===== config.mk =====
export PLATFORM = sky130hd
export DESIGN_NAME = cfg_pkt_initiator
export DESIGN_NICKNAME = d
export VERILOG_FILES = /design/src/rtl/cfg_pkt_pkg.sv /design/src/rtl/cfg_pkt_initiator.sv
export SDC_FILE = /design/constraint.sdc
export NUM_CORES = 1
export LEC_CHECK = 0
export CAP_MARGIN = 20
export CORE_ASPECT_RATIO = 1.2
export CORE_MARGIN = 3
export CORE_UTILIZATION = 39
export DETAILED_ROUTE_END_ITERATION = 7
export GPL_TIMING_DRIVEN = 0
export MAX_ROUTING_LAYER = met4
export PLACE_DENSITY = 0.84
export SETUP_SLACK_MARGIN = 0.4
export SLEW_MARGIN = 10
export SYNTH_ARGS = -nofsm -noshare
export SYNTH_HDL_FRONTEND = slang
export SYNTH_SLANG_ARGS = --single-unit

===== constraint.sdc =====
create_clock -name clk -period 2.4 [get_ports clk]
set_clock_uncertainty 0.15 [all_clocks]
set_input_delay 0.36 -clock clk [delete_from_list [all_inputs] [get_ports clk]]
set_output_delay 0.36 -clock clk [all_outputs]
set_load 0.01 [all_outputs]

===== src/rtl/cfg_pkt_pkg.sv =====
// Shared definitions for the configuration-packet ring: opcodes, field
// positions, FSM encoding and the single-beat packet builder.
package cfg_pkt_pkg;

    localparam int PKT_W     = 134;
    localparam int FRAME_LSB = 128;
    localparam int OP_LSB    = 124;
    localparam int TAG_LSB   = 96;
    localparam int ADDR_LSB  = 64;

    localparam logic [5:0] FRAME  = 6'b110000;
    localparam logic [3:0] OP_WR  = 4'b0010;
    localparam logic [3:0] OP_RD  = 4'b0001;
    localparam logic [3:0] OP_RSP = 4'b1011;

    typedef enum logic [1:0] {
        ST_IDLE,
        ST_ISSUE,
        ST_WAIT_RSP,
        ST_RESP
    } state_e;

    function automatic logic [PKT_W-1:0] build_pkt(input logic [3:0]  op,
                                                   input logic [7:0]  tag,
                                                   input logic [31:0] addr,
                                                   input logic [31:0] data);
        logic [PKT_W-1:0] pkt;
        pkt                    = '0;
        pkt[FRAME_LSB +: 6]    = FRAME;
        pkt[OP_LSB +: 4]       = op;
        pkt[TAG_LSB +: 8]      = tag;
        pkt[ADDR_LSB +: 32]    = addr;
        pkt[31:0]              = data;
        return pkt;
    endfunction

endpackage


===== src/rtl/cfg_pkt_initiator.sv =====
// Host-side master of the config-packet ring: one register command in flight,
// posted writes, reads matched by tag/addr or timed out. CFG_INIT_RETRY_EN adds one read retry.
module cfg_pkt_initiator
    import cfg_pkt_pkg::*;
#(
    parameter int         TIMEOUT_CYCLES = 1024,
    parameter logic [7:0] TAG_INIT       = 8'h00
) (
    input  logic             clk,
    input  logic             rst_n,
    input  logic             cmd_valid,
    output logic             cmd_ready,
    input  logic             cmd_write,
    input  logic [31:0]      cmd_addr,
    input  logic [31:0]      cmd_wdata,
    output logic             rsp_valid,
    input  logic             rsp_ready,
    output logic [31:0]      rsp_rdata,
    output logic             rsp_timeout,
    output logic [PKT_W-1:0] cout_data,
    output logic             cout_data_wr,
    input  logic             cin_ready,
    input  logic [PKT_W-1:0] cin_data,
    input  logic             cin_data_wr,
    output logic             cout_ready
);

    localparam logic [15:0] TMO_LAST = 16'(TIMEOUT_CYCLES - 1);

    state_e           state_q, state_d;
    logic [7:0]       tag_q, tag_d;
    logic [7:0]       issued_tag_q, issued_tag_d;
    logic             wr_q, wr_d;
    logic [31:0]      addr_q, addr_d;
    logic [31:0]      wdata_q, wdata_d;
    logic [15:0]      timer_q, timer_d;
    logic             cmd_ready_q, cmd_ready_d;
    logic             rsp_valid_q, rsp_valid_d;
    logic [31:0]      rsp_rdata_q, rsp_rdata_d;
    logic             rsp_timeout_q, rsp_timeout_d;
    logic [PKT_W-1:0] cout_data_q, cout_data_d;
    logic             cout_data_wr_q, cout_data_wr_d;
`ifdef CFG_INIT_RETRY_EN
    logic             retry_q, retry_d;
`endif
    logic             rsp_match;
    logic             unused_cin_bits;

    // Only opcode, tag and address identify our response; frame and pad bits are don't-care.
    assign unused_cin_bits = ^{cin_data[PKT_W-1:OP_LSB+4], cin_data[OP_LSB-1:TAG_LSB+8],
                               cin_data[ADDR_LSB-1:32]};

    assign rsp_match = cin_data_wr
                    && (cin_data[OP_LSB +: 4]    == OP_RSP)
                    && (cin_data[TAG_LSB +: 8]   == issued_tag_q)
                    && (cin_data[ADDR_LSB +: 32] == addr_q);

    always_comb begin
        state_d        = state_q;
        tag_d          = tag_q;
        issued_tag_d   = issued_tag_q;
        wr_d           = wr_q;
        addr_d         = addr_q;
        wdata_d        = wdata_q;
        timer_d        = timer_q;
        rsp_valid_d    = rsp_valid_q;
        rsp_rdata_d    = rsp_rdata_q;
        rsp_timeout_d  = rsp_timeout_q;
        cout_data_d    = cout_data_q;
        cout_data_wr_d = 1'b0;
`ifdef CFG_INIT_RETRY_EN
        retry_d        = retry_q;
`endif
        case (state_q)
            ST_IDLE: begin
                if (cmd_valid && cmd_ready_q) begin
                    wr_d    = cmd_write;
                    addr_d  = cmd_addr;
                    wdata_d = cmd_write ? cmd_wdata : 32'h0;
`ifdef CFG_INIT_RETRY_EN
                    retry_d = 1'b0;
`endif
                    state_d = ST_ISSUE;
                end
            end
            ST_ISSUE: begin
                if (cin_ready) begin
                    cout_data_d    = build_pkt(wr_q ? OP_WR : OP_RD, tag_q, addr_q, wdata_q);
                    cout_data_wr_d = 1'b1;
                    issued_tag_d   = tag_q;
                    tag_d          = tag_q + 8'd1;
                    if (wr_q) begin
                        state_d = ST_IDLE;
                    end else begin
                        timer_d = 16'd0;
                        state_d = ST_WAIT_RSP;
                    end
                end
            end
            ST_WAIT_RSP: begin
                // A response landing on the timeout cycle still wins.
                if (rsp_match) begin
                    rsp_valid_d   = 1'b1;
                    rsp_rdata_d   = cin_data[31:0];
                    rsp_timeout_d = 1'b0;
                    state_d       = ST_RESP;
                end else if (timer_q == TMO_LAST) begin
`ifdef CFG_INIT_RETRY_EN
                    if (!retry_q) begin
                        retry_d = 1'b1;
                        state_d = ST_ISSUE;
                    end else begin
                        rsp_valid_d   = 1'b1;
                        rsp_rdata_d   = 32'h0;
                        rsp_timeout_d = 1'b1;
                        state_d       = ST_RESP;
                    end
`else
                    rsp_valid_d   = 1'b1;
                    rsp_rdata_d   = 32'h0;
                    rsp_timeout_d = 1'b1;
                    state_d       = ST_RESP;
`endif
                end else begin
                    timer_d = timer_q + 16'd1;
                end
            end
            ST_RESP: begin
                if (rsp_ready) begin
                    rsp_valid_d   = 1'b0;
                    rsp_timeout_d = 1'b0;
                    state_d       = ST_IDLE;
                end
            end
            default: state_d = ST_IDLE;
        endcase
        // Registered so cmd_ready stays low while reset is asserted.
        cmd_ready_d = (state_d == ST_IDLE);
    end

    always_ff @(posedge clk or negedge rst_n) begin
        if (!rst_n) begin
            state_q        <= ST_IDLE;
            tag_q          <= TAG_INIT;
            issued_tag_q   <= 8'h00;
            wr_q           <= 1'b0;
            addr_q         <= 32'h0;
            wdata_q        <= 32'h0;
            timer_q        <= 16'd0;
            cmd_ready_q    <= 1'b0;
            rsp_valid_q    <= 1'b0;
            rsp_rdata_q    <= 32'h0;
            rsp_timeout_q  <= 1'b0;
            cout_data_q    <= '0;
            cout_data_wr_q <= 1'b0;
`ifdef CFG_INIT_RETRY_EN
            retry_q        <= 1'b0;
`endif
        end else begin
            state_q        <= state_d;
            tag_q          <= tag_d;
            issued_tag_q   <= issued_tag_d;
            wr_q           <= wr_d;
            addr_q         <= addr_d;
            wdata_q        <= wdata_d;
            timer_q        <= timer_d;
            cmd_ready_q    <= cmd_ready_d;
            rsp_valid_q    <= rsp_valid_d;
            rsp_rdata_q    <= rsp_rdata_d;
            rsp_timeout_q  <= rsp_timeout_d;
            cout_data_q    <= cout_data_d;
            cout_data_wr_q <= cout_data_wr_d;
`ifdef CFG_INIT_RETRY_EN
            retry_q        <= retry_d;
`endif
        end
    end

    assign cmd_ready    = cmd_ready_q;
    assign rsp_valid    = rsp_valid_q;
    assign rsp_rdata    = rsp_rdata_q;
    assign rsp_timeout  = rsp_timeout_q;
    assign cout_data    = cout_data_q;
    assign cout_data_wr = cout_data_wr_q;
    assign cout_ready   = 1'b1;

endmodule

==> results.toml, run 1 <==
[global_route]
grt_pass1_vias = 7676
grt_overflow = 0
grt_max_degree = 112
antenna_found_initial = 0
grt_pass1_wl_mm = 39.72
grt.total_usage_pct = 20.72

[clocking]
cts-root-buf = "clkbuf_16"
clk_path_buf_depth = 3
clk-insertion-delay-late_ns = 0.49
htreeDepth = 1
cts_tree = "done"
clkTransAtPathRegs_ns = 0.06
cts_buffers = 22
clock_sinks = 202

[sta]
fin_crit_ns = 2.368
slew_violations = 0
hold_viol_final = 0
setup_ws_ns = 0.03213
slew_headroom_pct = 52.75
clock.fmax_mhz = 422.3
final.period_utilization_pct = 98.66
tns_ns = 0
rsz0062_at_grt = "true"
tightest_slew_ns = 0.7087
finalSetupViolations = 0

[critical_path]
worstPathMaxFanout = 6
worst_setup_path_end_kind = "flop"
rr_worst_depth = 8
startpoint_type = "flop"
critical_path_class = "reg -> reg"
rr_startpoint = "addr_q[9]$_DFFE_PN0P_"
rrSetupSlack_ns = 0.03
r2r-end = "rsp_rdata[2]$_DFFE_PN0P_"
cp_data_arrival_time_ns = 2.59
required_ns = 2.62

[finish]
fillerInstances = 1745
drive_gt1_share_pct = 20.14
final_nets = 1475
utilization_pct = 61.94
fin_cells = 1555
layout-area-overhead-vs-synth_pct = 53.60
antennaDiodeCount = 0

[detailed_routing]
drcViolationCount = 0
routed_wl_mm = 26.93
drt_iter0_markers = 379
wl_per_cell_microns = 17.32
num_vias = 7604
vias_per_cell = 4.890
drt.antenna.violating_nets = 0
first_pass_iters = 4

[placement]
io_buffer_count = 257
hpwlAfterDp_mm = 18.80
dp_cells = 1488
place.gp.congestion = 0.8963
post-place-ws_ns = -0.8119

[worst_hold_path]
hp-start = "cmd_write"
worstHoldPathType = "in -> reg"
hold_path_depth = 3
whs_endpoint = "wdata_q[1]$_DFFE_PN0P_"

[floorplan]
start_util_pct = 40.33
die_w_microns = 143.9
dieArea_sq_um = 24680
io_pins = 376
num_rows = 59
core_area_sq_um = 22070
dieHeight_microns = 171.5

[synthesis]
ys_ff_latch = 202
ys_types = 43
async_reset_ff_share_pct = 100.0
yosysSeqAreaShare_pct = 56.79
ys_warn_count = 0
synthCells = 899
synthAdderAreaFrac_pct = 0.2811
synth_top_family_by_area = "simple AND/OR/NAND/NOR gates"
avgSynthCellArea_sq_um = 9.901
synth-compound-area-share_pct = 7.267
synthFlopType = "dfrtp_1"
synth.cell_area_sq_um = 8901
muxShareOfSynthArea_pct = 4.751
synthXorXnorAreaFrac_pct = 4.428
synth-edff-count = 0
synth-simple-area-share_pct = 19.09

[power_and_ir_drop]
finalPower_w = 0.01327
peakVddDrop_mv = 0.7016
power.density_nw_per_um2 = 970.8
leakagePower_nw = 6.508

[job]
max_cap_viol_count = 0

[run_status]
outcome = "completed"
-- power breakdown --
part / switching (W) / internal [W] / total [W]
clock network: 0.00132 / 0.00194 / 0.00326
logic: 0.00224 / 0.00245 / 0.00469
registers: 0.000865 / 0.00446 / 0.00533
-- registers in the layout, summed over array words and instances, names as in the netlist --
signal        flops
timer_q          16
cout_data_wr      1
tag_q             8
cmd_ready         1
state_q           2
rsp_timeout       1
wr_q              1
wdata_q          32
rsp_rdata        32
issued_tag_q      7
cout_data        68
rsp_valid         1
addr_q           32
-- worst max-delay path: stages (launching register included) --
cell     delay (ns)
dfrtp_1        0.42
xnor2_2        0.23
nand4_1        0.21
nor4_4         0.32
and4_4         0.29
buf_8          0.14
o21ai_4        0.10
buf_4          0.19
a22o_1         0.20
-- cells in the final DEF, fill, tap and decap left out, drive strengths merged, types with 7 or more instances in the layout --
cell type / n
nor4: 7
a21oi: 7
a22o: 33
o21ai: 44
nand4: 22
dfrtp: 202
xnor2: 44
clkdlybuf4s50: 247
nand2: 311
buf: 101
clkbuf: 63
nand3: 13
mux2: 34
conb: 59
or3: 7
nor2: 12
inv: 7
-- cells in the mapped netlist, types with 2 or more instances --
master / count / share of area, %
nand2_1: 311 / 13
dfrtp_1: 202 / 57
buf_4: 60 / 5.1
xnor2_1: 44 / 4.3
o21ai_0: 41 / 2.3
clkbuf_1: 36 / 1.5
mux2_2: 34 / 4.3
a22o_1: 33 / 3.2
nand4_1: 22 / 1.5
nand3_1: 12 / 0.67
nor2_1: 12 / 0.51
a21oi_1: 7 / 0.39
nor4_1: 7 / 0.49
or3_1: 7 / 0.49
inv_1: 6 / 0.25
nor3_1: 6 / 0.34
or4_1: 6 / 0.51
and3_1: 5 / 0.35
buf_1: 5 / 0.21
mux2i_1: 4 / 0.45
o211ai_1: 4 / 0.34
buf_2: 3 / 0.17
nand2b_1: 3 / 0.21
or2_2: 3 / 0.21
conb_1: 2 / 0.084
ha_1: 2 / 0.28
nand3b_1: 2 / 0.17
nand4b_1: 2 / 0.20
o21ai_1: 2 / 0.11
o22ai_1: 2 / 0.14
o31ai_1: 2 / 0.17
-- routing by layer --
metal / share of wire, % / track usage, %
met5: 0 / -
met4: 2.3 / 5.160
met3: 6.6 / 4.032
met2: 52 / 36.11
met1: 39 / 24.71
-- stage by stage --
stage	cell area [sq um]	hold WS (ns)
after global routing	13670	0.1852
after floorplan	9139	-0.08559
after global placement	12050	0.2947
after CTS	13220	0.1637
final	13670	0.1390
after detailed placement	12090	0.2803
-- cell type report --
type                       instances  area, sq um  share of cell area, %
inverter                           7        28.78                 0.2105
multi-input combinational        643         3816                  27.91
clock inverter                     8        67.56                 0.4942
tap                              274        342.8                  2.508
sequential                       202         5062                  37.03
clock buffer                      29        628.1                  4.594
buffer                           105        810.8                  5.930
timing repair buffer             287         2915                  21.32
-- cells by family after synthesis --
family	count (synthesis)
simple gates	401
flops	202
buf+inv	112
compound gates	97
xor+xnor	45
mux	38
fa+ha+maj	2
other cells	2
-- repair_timing --
action | 4_1_cts | 5_1_grt
setup endpoints to repair | 205 | 153
pin swaps | 11 | 35
hold buffers | 1 | 0
resized for setup | 98 | 74
endpoints found under the hold margin | 91 | 0
setup buffers | 8 | 14
cloned | 4 | 3
-- worst max path at each step --
stage / start / to / slack (ns) / depth (start not counted)
floorplan: timer_q[0]$_DFFE_PN0P_ / timer_q[14]$_DFFE_PN0P_ / 0.24 / 7
global placement: rst_n / wdata_q[4]$_DFFE_PN0P_ / -7.58 / 1
detailed placement: cin_ready / cout_data[87]$_DFFE_PN0P_ / -0.81 / 9
CTS: issued_tag_q[5]$_DFFE_PN0P_ / rsp_rdata[8]$_DFFE_PN0P_ / -0.0007 / 8
global route: addr_q[14]$_DFFE_PN0P_ / rsp_rdata[2]$_DFFE_PN0P_ / -0.02 / 8
finish: addr_q[9]$_DFFE_PN0P_ / rsp_rdata[2]$_DFFE_PN0P_ / 0.03 / 8
No activity file was read; power rests on OpenSTA's default activity.
==> run 2, diff against run 1 <==
Settings changed: PLACE_DENSITY 0.84 to 0.77, SKIP_LAST_GASP set to 1.
==> run 2 against run 1 <==
Compared with the run above:
- the run now ends with setup timing left
- cell count is 0.39% lower
- non-clock buffer count is 10 lower
- sequential share of layout area is 0.84 points higher
- flip-flop and latch count stayed put
- first-iteration DRC count is 29% higher
- power is 2.2% lower
- wire length is 5.4% lower
- count of clock-buffer cells in the layout is 6 higher
- critical path type unchanged
==> results.toml, run 2 (synthesized netlist as in run 1, its figures left out) <==
[global_route]
grt_pass1_vias = 7496
grt_max_degree = 109
grt_pass1_wl_mm = 38.72
grt.total_usage_pct = 20.29
grt_overflow = 0
antenna_found_initial = 0

[detailed_routing]
first_pass_iters = 5
drt.antenna.violating_nets = 0
wl_per_cell_microns = 16.44
drt_iter0_markers = 489
num_vias = 7531
vias_per_cell = 4.862
drcViolationCount = 0
routed_wl_mm = 25.46

[clocking]
cts_tree = "done"
cts-root-buf = "clkbuf_16"
clock_sinks = 202
clk-insertion-delay-late_ns = 0.50
cts_buffers = 23
htreeDepth = 1
clkTransAtPathRegs_ns = 0.06
clk_path_buf_depth = 3

[floorplan]
io_pins = 376
num_rows = 59
dieArea_sq_um = 24680
start_util_pct = 40.33
core_area_sq_um = 22070
die_w_microns = 143.9
dieHeight_microns = 171.5

[critical_path]
worstPathMaxFanout = 8
rrSetupSlack_ns = -0.006
required_ns = 2.63
worst_path_most_repeated_cell = "clkbuf_8"
critPathTopFamily = "simple AND/OR/NAND/NOR gates"
cpMaxStageDelayCell = "dfrtp_1"
max_stage_delay_ns = 0.42
cp_data_arrival_time_ns = 2.64
r2r-end = "rsp_rdata[5]$_DFFE_PN0P_"
worst_setup_path_end_kind = "flop"
cp.buffers_inverters = 2
path_cells = "xnor2_2 > nand4_1 > nor4_4 > and4_1 > clkbuf_8 > o21ai_4 > clkbuf_8 > a22o_1"
startpoint = "addr_q[10]$_DFFE_PN0P_"
startpoint_type = "flop"
rr_worst_depth = 8
rr_startpoint = "addr_q[10]$_DFFE_PN0P_"
critical_path_class = "reg -> reg"
cp.depth = 8

[power_and_ir_drop]
finalPower_w = 0.01299
leakagePower_nw = 6.381
peakVddDrop_mv = 0.6404
power.density_nw_per_um2 = 972.0

[placement]
post-place-ws_ns = -0.7654
place.gp.congestion = 0.8826
hpwlAfterDp_mm = 18.07
dp_cells = 1488
io_buffer_count = 257
placed_area_sq_um = 12090

[worst_hold_path]
hp-start = "cmd_write"
worstHoldPathType = "in -> reg"
hold_path_depth = 3
whs_endpoint = "wdata_q[0]$_DFFE_PN0P_"

[finish]
layout-area-overhead-vs-synth_pct = 50.10
final_nets = 1465
largest_reg_flops = 68
fin_cells = 1549
fillerInstances = 1821
utilization_pct = 60.53
final_area_sq_um = 13360
layout_common_cells = "nand2_1 (311), clkdlybuf4s50_1 (245), dfrtp_1 (199), buf_4 (77), conb_1 (59)"
final_common_cell = "nand2_1"
antennaDiodeCount = 0
drive_gt1_share_pct = 17.57

[sta]
hold_viol_final = 0
tightest_slew_ns = 0.7310
fin_crit_ns = 2.406
slew_violations = 0
slew_headroom_pct = 51.27
rsz0062_at_grt = "true"
setup_ws_ns = -0.006435
clock.fmax_mhz = 415.6
final.period_utilization_pct = 100.3
finalSetupViolations = 2

[run_status]
outcome = "finished, violations left"
violations = "setup timing"

[job]
max_cap_viol_count = 0
run 2: cell types whose count changed in the layout (fill, tap and decap cells not counted), moves of 3 or more:
| cell | before | now |
|---|---|---|
| buf_2 | 1 | 7 |
| buf_4 | 83 | 77 |
| buf_6 | 7 | 2 |
| buf_8 | 8 | 3 |
| clkbuf_1 | 16 | 20 |
| clkbuf_8 | 8 | 11 |
| dfrtp_1 | 196 | 199 |
| dfrtp_2 | 6 | 3 |
| o21ai_2 | 5 | 1 |
| xnor2_1 | 20 | 30 |
| xnor2_2 | 24 | 14 |
run 2: area by class of cell:
type	instances	area [sq um]	share of cell area [%]
multi-input cells	642	3643	27.27
inverters	7	26.28	0.1967
clock buffers	35	660.6	4.945
well taps	274	342.8	2.566
clock inverters	7	67.56	0.5057
repair buffers	277	2795	20.92
plain buffers	105	765.7	5.731
flip-flops and latches	202	5059	37.86
run 2: worst max path at each step:
stage                                           to
after CTS                 rsp_rdata[5]$_DFFE_PN0P_
after detailed placement   timer_q[14]$_DFFE_PN0P_
final                     rsp_rdata[5]$_DFFE_PN0P_
after floorplan            timer_q[14]$_DFFE_PN0P_
after global placement      wdata_q[5]$_DFFE_PN0P_
after global routing       timer_q[14]$_DFFE_PN0P_
run 2: where the power goes:
group	leakage, nW	switching [W]	internal [W]
registers	2.63	0.000820	0.00446
clock network	0.360	0.00136	0.00201
logic	3.39	0.00212	0.00222
total	6.38	0.00430	0.00869
run 2: timing repair:
action	4_1_cts	5_1_grt
buffers inserted	10	4
hold buffers	1	0
endpoints found under the setup margin	207	186
endpoints found under the hold margin	94	0
gates resized for setup	78	43
cloned	3	1
pin swaps	17	20
run 2: routing by layer:
layer	vias up	part of all wire, %	global-route usage (%)
li1	3592	-	-
met1	3550	38	24.29
met2	317	51	34.63
met3	72	7.5	3.726
met4	0	3.6	6.593
met5	-	0	-
run 2: metrics by stage:
stage	setup TNS (ns)	hold slack, ns
6_report	-0.01031	0.1240
5_1_grt	-1.691	0.1930
4_1_cts	0	0.1314
3_5_place_dp	-85.49	0.2800
3_3_place_gp	-1612.84	0.2949
2_1_floorplan	0	-0.08559
run 2: worst min-delay path: cells and delay by family:
| kind | cells | cell delay, ns |
|---|---|---|
| AND/OR/NAND/NOR | 1 | 0.10 |
| buffers and inverters | 1 | 0.20 |
| AO/OA/AOI/OAI | 1 | 0.06 |
